$ cat config.mk
export PLATFORM = sky130hd
export DESIGN_NAME = echo_request_fifo
export DESIGN_NICKNAME = d
export VERILOG_FILES = /design/src/rtl/echo_request_fifo.sv
export SDC_FILE = /design/constraint.sdc
export NUM_CORES = 1
export LEC_CHECK = 0
export ABC_CLOCK_PERIOD_IN_PS = 4700
export BUFFER_PORTS_ARGS = -buffer_cell sky130_fd_sc_hd__buf_2
export CORE_ASPECT_RATIO = 1.2
export CORE_MARGIN = 1
export CORE_UTILIZATION = 57
export DETAILED_ROUTE_END_ITERATION = 8
export HOLD_SLACK_MARGIN = 0.08
export PLACE_DENSITY = 0.82
export SLEW_MARGIN = 20
export SYNTH_ARGS = -nofsm -noshare
export SYNTH_HDL_FRONTEND = slang
export SYNTH_SLANG_ARGS = --single-unit
$ cat constraint.sdc
create_clock -name CLK -period 4.7 [get_ports CLK]
set_input_delay 0.705 -clock CLK [delete_from_list [all_inputs] [get_ports CLK]]
set_output_delay 0.705 -clock CLK [all_outputs]
set_load 0.01 [all_outputs]
$ cat src/rtl/echo_request_fifo.sv
// Request-side FIFO of the Echo path: buffers say(v) calls in order and exposes first/deq to the responder.
// Optional request counter and req_total port are built only when ECHO_REQ_STATS_EN is defined.
module echo_request_fifo #(
    parameter int unsigned DEPTH = 4,
    parameter int unsigned WIDTH = 32
) (
    input  logic                     CLK,
    input  logic                     nRST,
    input  logic                     say__ENA,
    input  logic [WIDTH-1:0]         say_v,
    output logic                     say__RDY,
    output logic                     first__RDY,
    output logic [WIDTH-1:0]         first,
    output logic                     deq__RDY,
    input  logic                     deq__ENA,
    output logic [$clog2(DEPTH):0]   count
`ifdef ECHO_REQ_STATS_EN
    ,
    output logic [31:0]              req_total
`endif
);

    localparam int unsigned AW = $clog2(DEPTH);
    localparam int unsigned PW = AW + 1;

    logic [PW-1:0]    wr_ptr_q, wr_ptr_d;
    logic [PW-1:0]    rd_ptr_q, rd_ptr_d;
    logic [PW-1:0]    count_q, count_d;
    logic             empty_q, empty_d;
    logic             full_q, full_d;
    logic             enq_c;
    logic             deq_c;
    logic [WIDTH-1:0] mem_q [DEPTH];

    // Handshakes qualified by registered flags only, so ENA never feeds back into RDY.
    always_comb begin
        enq_c    = say__ENA & ~full_q;
        deq_c    = deq__ENA & ~empty_q;
        wr_ptr_d = wr_ptr_q + PW'(enq_c);
        rd_ptr_d = rd_ptr_q + PW'(deq_c);
        count_d  = count_q + PW'(enq_c) - PW'(deq_c);
        empty_d  = (rd_ptr_d == wr_ptr_d);
        full_d   = (rd_ptr_d[AW-1:0] == wr_ptr_d[AW-1:0]) &&
                   (rd_ptr_d[AW] != wr_ptr_d[AW]);
    end

    always_ff @(posedge CLK or negedge nRST) begin
        if (!nRST) begin
            wr_ptr_q <= '0;
            rd_ptr_q <= '0;
            count_q  <= '0;
            empty_q  <= 1'b1;
            full_q   <= 1'b0;
        end else begin
            wr_ptr_q <= wr_ptr_d;
            rd_ptr_q <= rd_ptr_d;
            count_q  <= count_d;
            empty_q  <= empty_d;
            full_q   <= full_d;
        end
    end

    // Payload storage is deliberately left unreset; empty_q masks stale data.
    always_ff @(posedge CLK) begin
        if (enq_c) begin
            mem_q[wr_ptr_q[AW-1:0]] <= say_v;
        end
    end

    assign say__RDY   = ~full_q;
    assign first__RDY = ~empty_q;
    assign deq__RDY   = ~empty_q;
    assign count      = count_q;
    assign first      = empty_q ? '0 : mem_q[rd_ptr_q[AW-1:0]];

`ifdef ECHO_REQ_STATS_EN
    logic [31:0] req_total_q, req_total_d;

    always_comb begin
        req_total_d = req_total_q + 32'(enq_c);
    end

    always_ff @(posedge CLK or negedge nRST) begin
        if (!nRST) begin
            req_total_q <= '0;
        end else begin
            req_total_q <= req_total_d;
        end
    end

    assign req_total = req_total_q;
`endif

`ifndef SYNTHESIS
    // Protocol monitor; proto_chk_en lets a harness silence it around intentional misuse.
    bit proto_chk_en = 1'b1;

    always @(posedge CLK) begin
        if (nRST && proto_chk_en) begin
            assert (!(say__ENA && full_q))
                else $error("echo_request_fifo: say__ENA while say__RDY=0");
            assert (!(deq__ENA && empty_q))
                else $error("echo_request_fifo: deq__ENA while deq__RDY=0");
        end
    end
`endif

endmodule

==> results.cfg <==
[detailed_routing]
detail_route.first_pass.iterations = 4
wire_per_inst_um = 20.7
ant_nets = 0
drt-total-wl_um = 9560
drt_drc_violations_left = 0
vias_per_cell = 5.53
num_vias = 2548
drt_iter0_drc = 185

[sta]
portion_of_the_clock_cycle_consumed_by_the_worst_path_in_the_final_layout = 0.645
finalSetupViolCount = 0
setup_repair_after_global_routing_missed_its_margin = no
tns_ns = 0
final-max-slew-violation-count = 0
fin_hold_ws_ns = 0.409
post-route-min-period_ns = 3.03
fmaxAchievable_mhz = 330
max-slew-margin-rel = 0.298
final.setup_skew_ns = 0.00430
hold_viol = 0
worst_pin_slew_ns = 1.05

[yosys]
synthTopCellsByArea = sky130_fd_sc_hd__edfxtp_1 (71%), sky130_fd_sc_hd__mux4_2 (12%), sky130_fd_sc_hd__dfrtp_1 (4.6%)
synth_fp_nets = 286
synth.cell_area_sq_mm = 0.00542
synth_top_area_cell = sky130_fd_sc_hd__edfxtp_1
synth.lib_cells_used.distinct = 25
post_synth_top_area_share = 0.710
synth-seq-cells = 139
syn_avg_cell_area_sq_um = 22.1
yosysSeqAreaShare = 0.761
yosys_warnings = 0
post_synth_inst_count = 245

[clock_network]
numCtsBuffers = 17
root_buffer = sky130_fd_sc_hd__clkbuf_8
clk-insertion-delay-late_ns = 0.51
path_clk_slew_ns = 0.06
clock-sinks = 139
max-clock-path-buffers = 2
cts_tree = built
h-tree-depth = 4

[final_layout]
sequential_cell_area_sq_mm = 0.00412
final_nets = 369
multi_input_comb_area_sq_mm = 0.00118
finish.instance_area_sq_mm = 0.00651
flow.area_growth_from_synthesis_pct = 20.2
antennaDiodeCount = 0
drive_gt1_frac = 0.411
layout.cells.non_filler = 461
fillCellCount = 580

[global_routing]
grt_first_pass_wirelength_um = 14500
grt_antenna_before_repair = 0
first_global_vias = 2627
globalRouteOverflowTotal = 0
largest_net_degree_at_the_start_of_global_routing = 36
track_usage = 0.211

[floorplan]
die_area_sq_mm = 0.00990
die_height_um = 109
die-width_um = 91.0
floorplan.io_pins = 74
core-area_sq_mm = 0.00913
std_cell_rows = 38
start_util = 0.593

[power_and_ir_drop]
power_leakage_nw = 2.35
power-per-cell-area_mw_per_mm2 = 685
maximum_vdd_ir_drop_v = 0.000441

[place]
detailed_place_hpwl_um = 5030
io_buffers = 73
detailed_place.area_sq_mm = 0.00586
place.gp.congestion = 0.734
placedCellCount = 428

[setup_path]
worstRegToRegCells = 6
crit_fanout = 35
worst_setup_path_end_kind = output pin
crit_path_start_kind = flip-flop
worst_ep_arrival_time_ns = 2.33
criticalPathCategory = flip-flop to output pin
critPathRequiredTime_ns = 3.99

[outcome]
result_of_the_run = finished, final reports clean

[job]
cap_violations = 0

[min_path]
hold_path_depth = 1
holdCritPathClass = input port to flip-flop
-- final cells by class --
class	count	area share
Multi-Input combinational cell	89	0.182
Clock buffer	17	0.0636
Clock inverter	15	0.0350
Tap cell	120	0.0231
Timing Repair Buffer	76	0.0600
Sequential cell	139	0.634
Inverter	5	0.00288
-- Yosys cell counts, drive strengths merged --
| master | instances |
|---|---|
| and3 | 2 |
| xnor2 | 5 |
| nor3b | 2 |
| xor2 | 3 |
| nor2b | 1 |
| edfxtp | 128 |
| xnor3 | 1 |
| and3b | 1 |
| buf | 8 |
| inv | 5 |
| clkbuf | 4 |
| nand2 | 1 |
| ha | 4 |
| nand2b | 1 |
| fa | 1 |
| dfstp | 1 |
| nor3 | 1 |
| nor2 | 2 |
| dfrtp | 10 |
| and2 | 32 |
| mux4 | 32 |
-- cell families (layout without fill, tap and decap cells) --
kind of cell               Yosys count  count (layout)  synth area share
buffers and inverters               17             113            0.0236
and+or+nand+nor                     43              43            0.0490
adders and majority gates            5               5            0.0129
xor gates and xnor gates             9               9            0.0178
muxes                               32              32             0.136
DFF                                139             139             0.761
-- registers in the layout, summed over array words and instances, names as in the netlist --
signal,cells
rd_ptr_q,3
empty_q,1
wr_ptr_q,3
mem_q,128
count,3
full_q,1
-- path summary, 6_finish.rpt --
check                           slack [ns]         from            to
worst min register to register        0.48     count[2]      count[2]
max in group asynchronous             3.85         nRST       empty_q
min in group asynchronous             0.59         nRST      count[2]
worst max-delay path                  1.67  rd_ptr_q[0]      first[0]
worst max register to register        2.48      empty_q       empty_q
worst min-delay path                  0.41    say_v[21]  mem_q[2][21]
-- worst max-delay path, cell delays in order, from the launching register on --
cell	delay [ns]
sky130_fd_sc_hd__dfrtp_4	0.86
sky130_fd_sc_hd__mux4_1	0.62
sky130_fd_sc_hd__and2_1	0.18
sky130_fd_sc_hd__buf_2	0.14
-- power by group --
| part | internal, W | switching (W) | leakage (nW) | total, W |
|---|---|---|---|---|
| Clock | 0.000959 | 0.000471 | 0.312 | 0.00143 |
| Sequential | 0.00164 | 0.000180 | 1.30 | 0.00182 |
| Combinational | 0.000632 | 0.000575 | 0.735 | 0.00121 |
| Total | 0.00323 | 0.00123 | 2.35 | 0.00446 |
-- per-stage QoR --
step           utilization  power, W  setup WS, ns
6_report             0.713   0.00446          1.67
5_1_grt              0.713   0.00466          1.54
4_1_cts              0.713   0.00451          1.60
3_5_place_dp         0.641   0.00304          2.09
3_3_place_gp         0.641   0.00301          1.86
2_1_floorplan            -   0.00269         0.782
-- cells in the final DEF, fill, tap and decap left out, drive strengths merged, types with 2 or more instances in the layout --
master    synthesis  layout
edfxtp          128     128
buf               8      75
and2             32      32
mux4             32      32
clkbuf            4      17
dfrtp            10      10
clkinv            0       7
bufinv            0       6
inv               5       5
xnor2             5       5
ha                4       4
xor2              3       3
clkinvlp          0       2
nor2              2       2
and3              2       2
nor3b             2       2
-- routing by layer --
layer | track usage | share of wire
met1 | 0.265 | 0.40
met2 | 0.352 | 0.53
met3 | 0.0600 | 0.055
met4 | 0.0862 | 0.014
met5 | 0 | 0
-- timing repair --
item / CTS / global route
buffers inserted: 0 / 0
hold buffers: 1 / 0
endpoints found under the setup margin: 0 / 0
endpoints found under the hold margin: 10 / 0
resized for setup: 0 / 0
(Power assumes the default switching activity.)
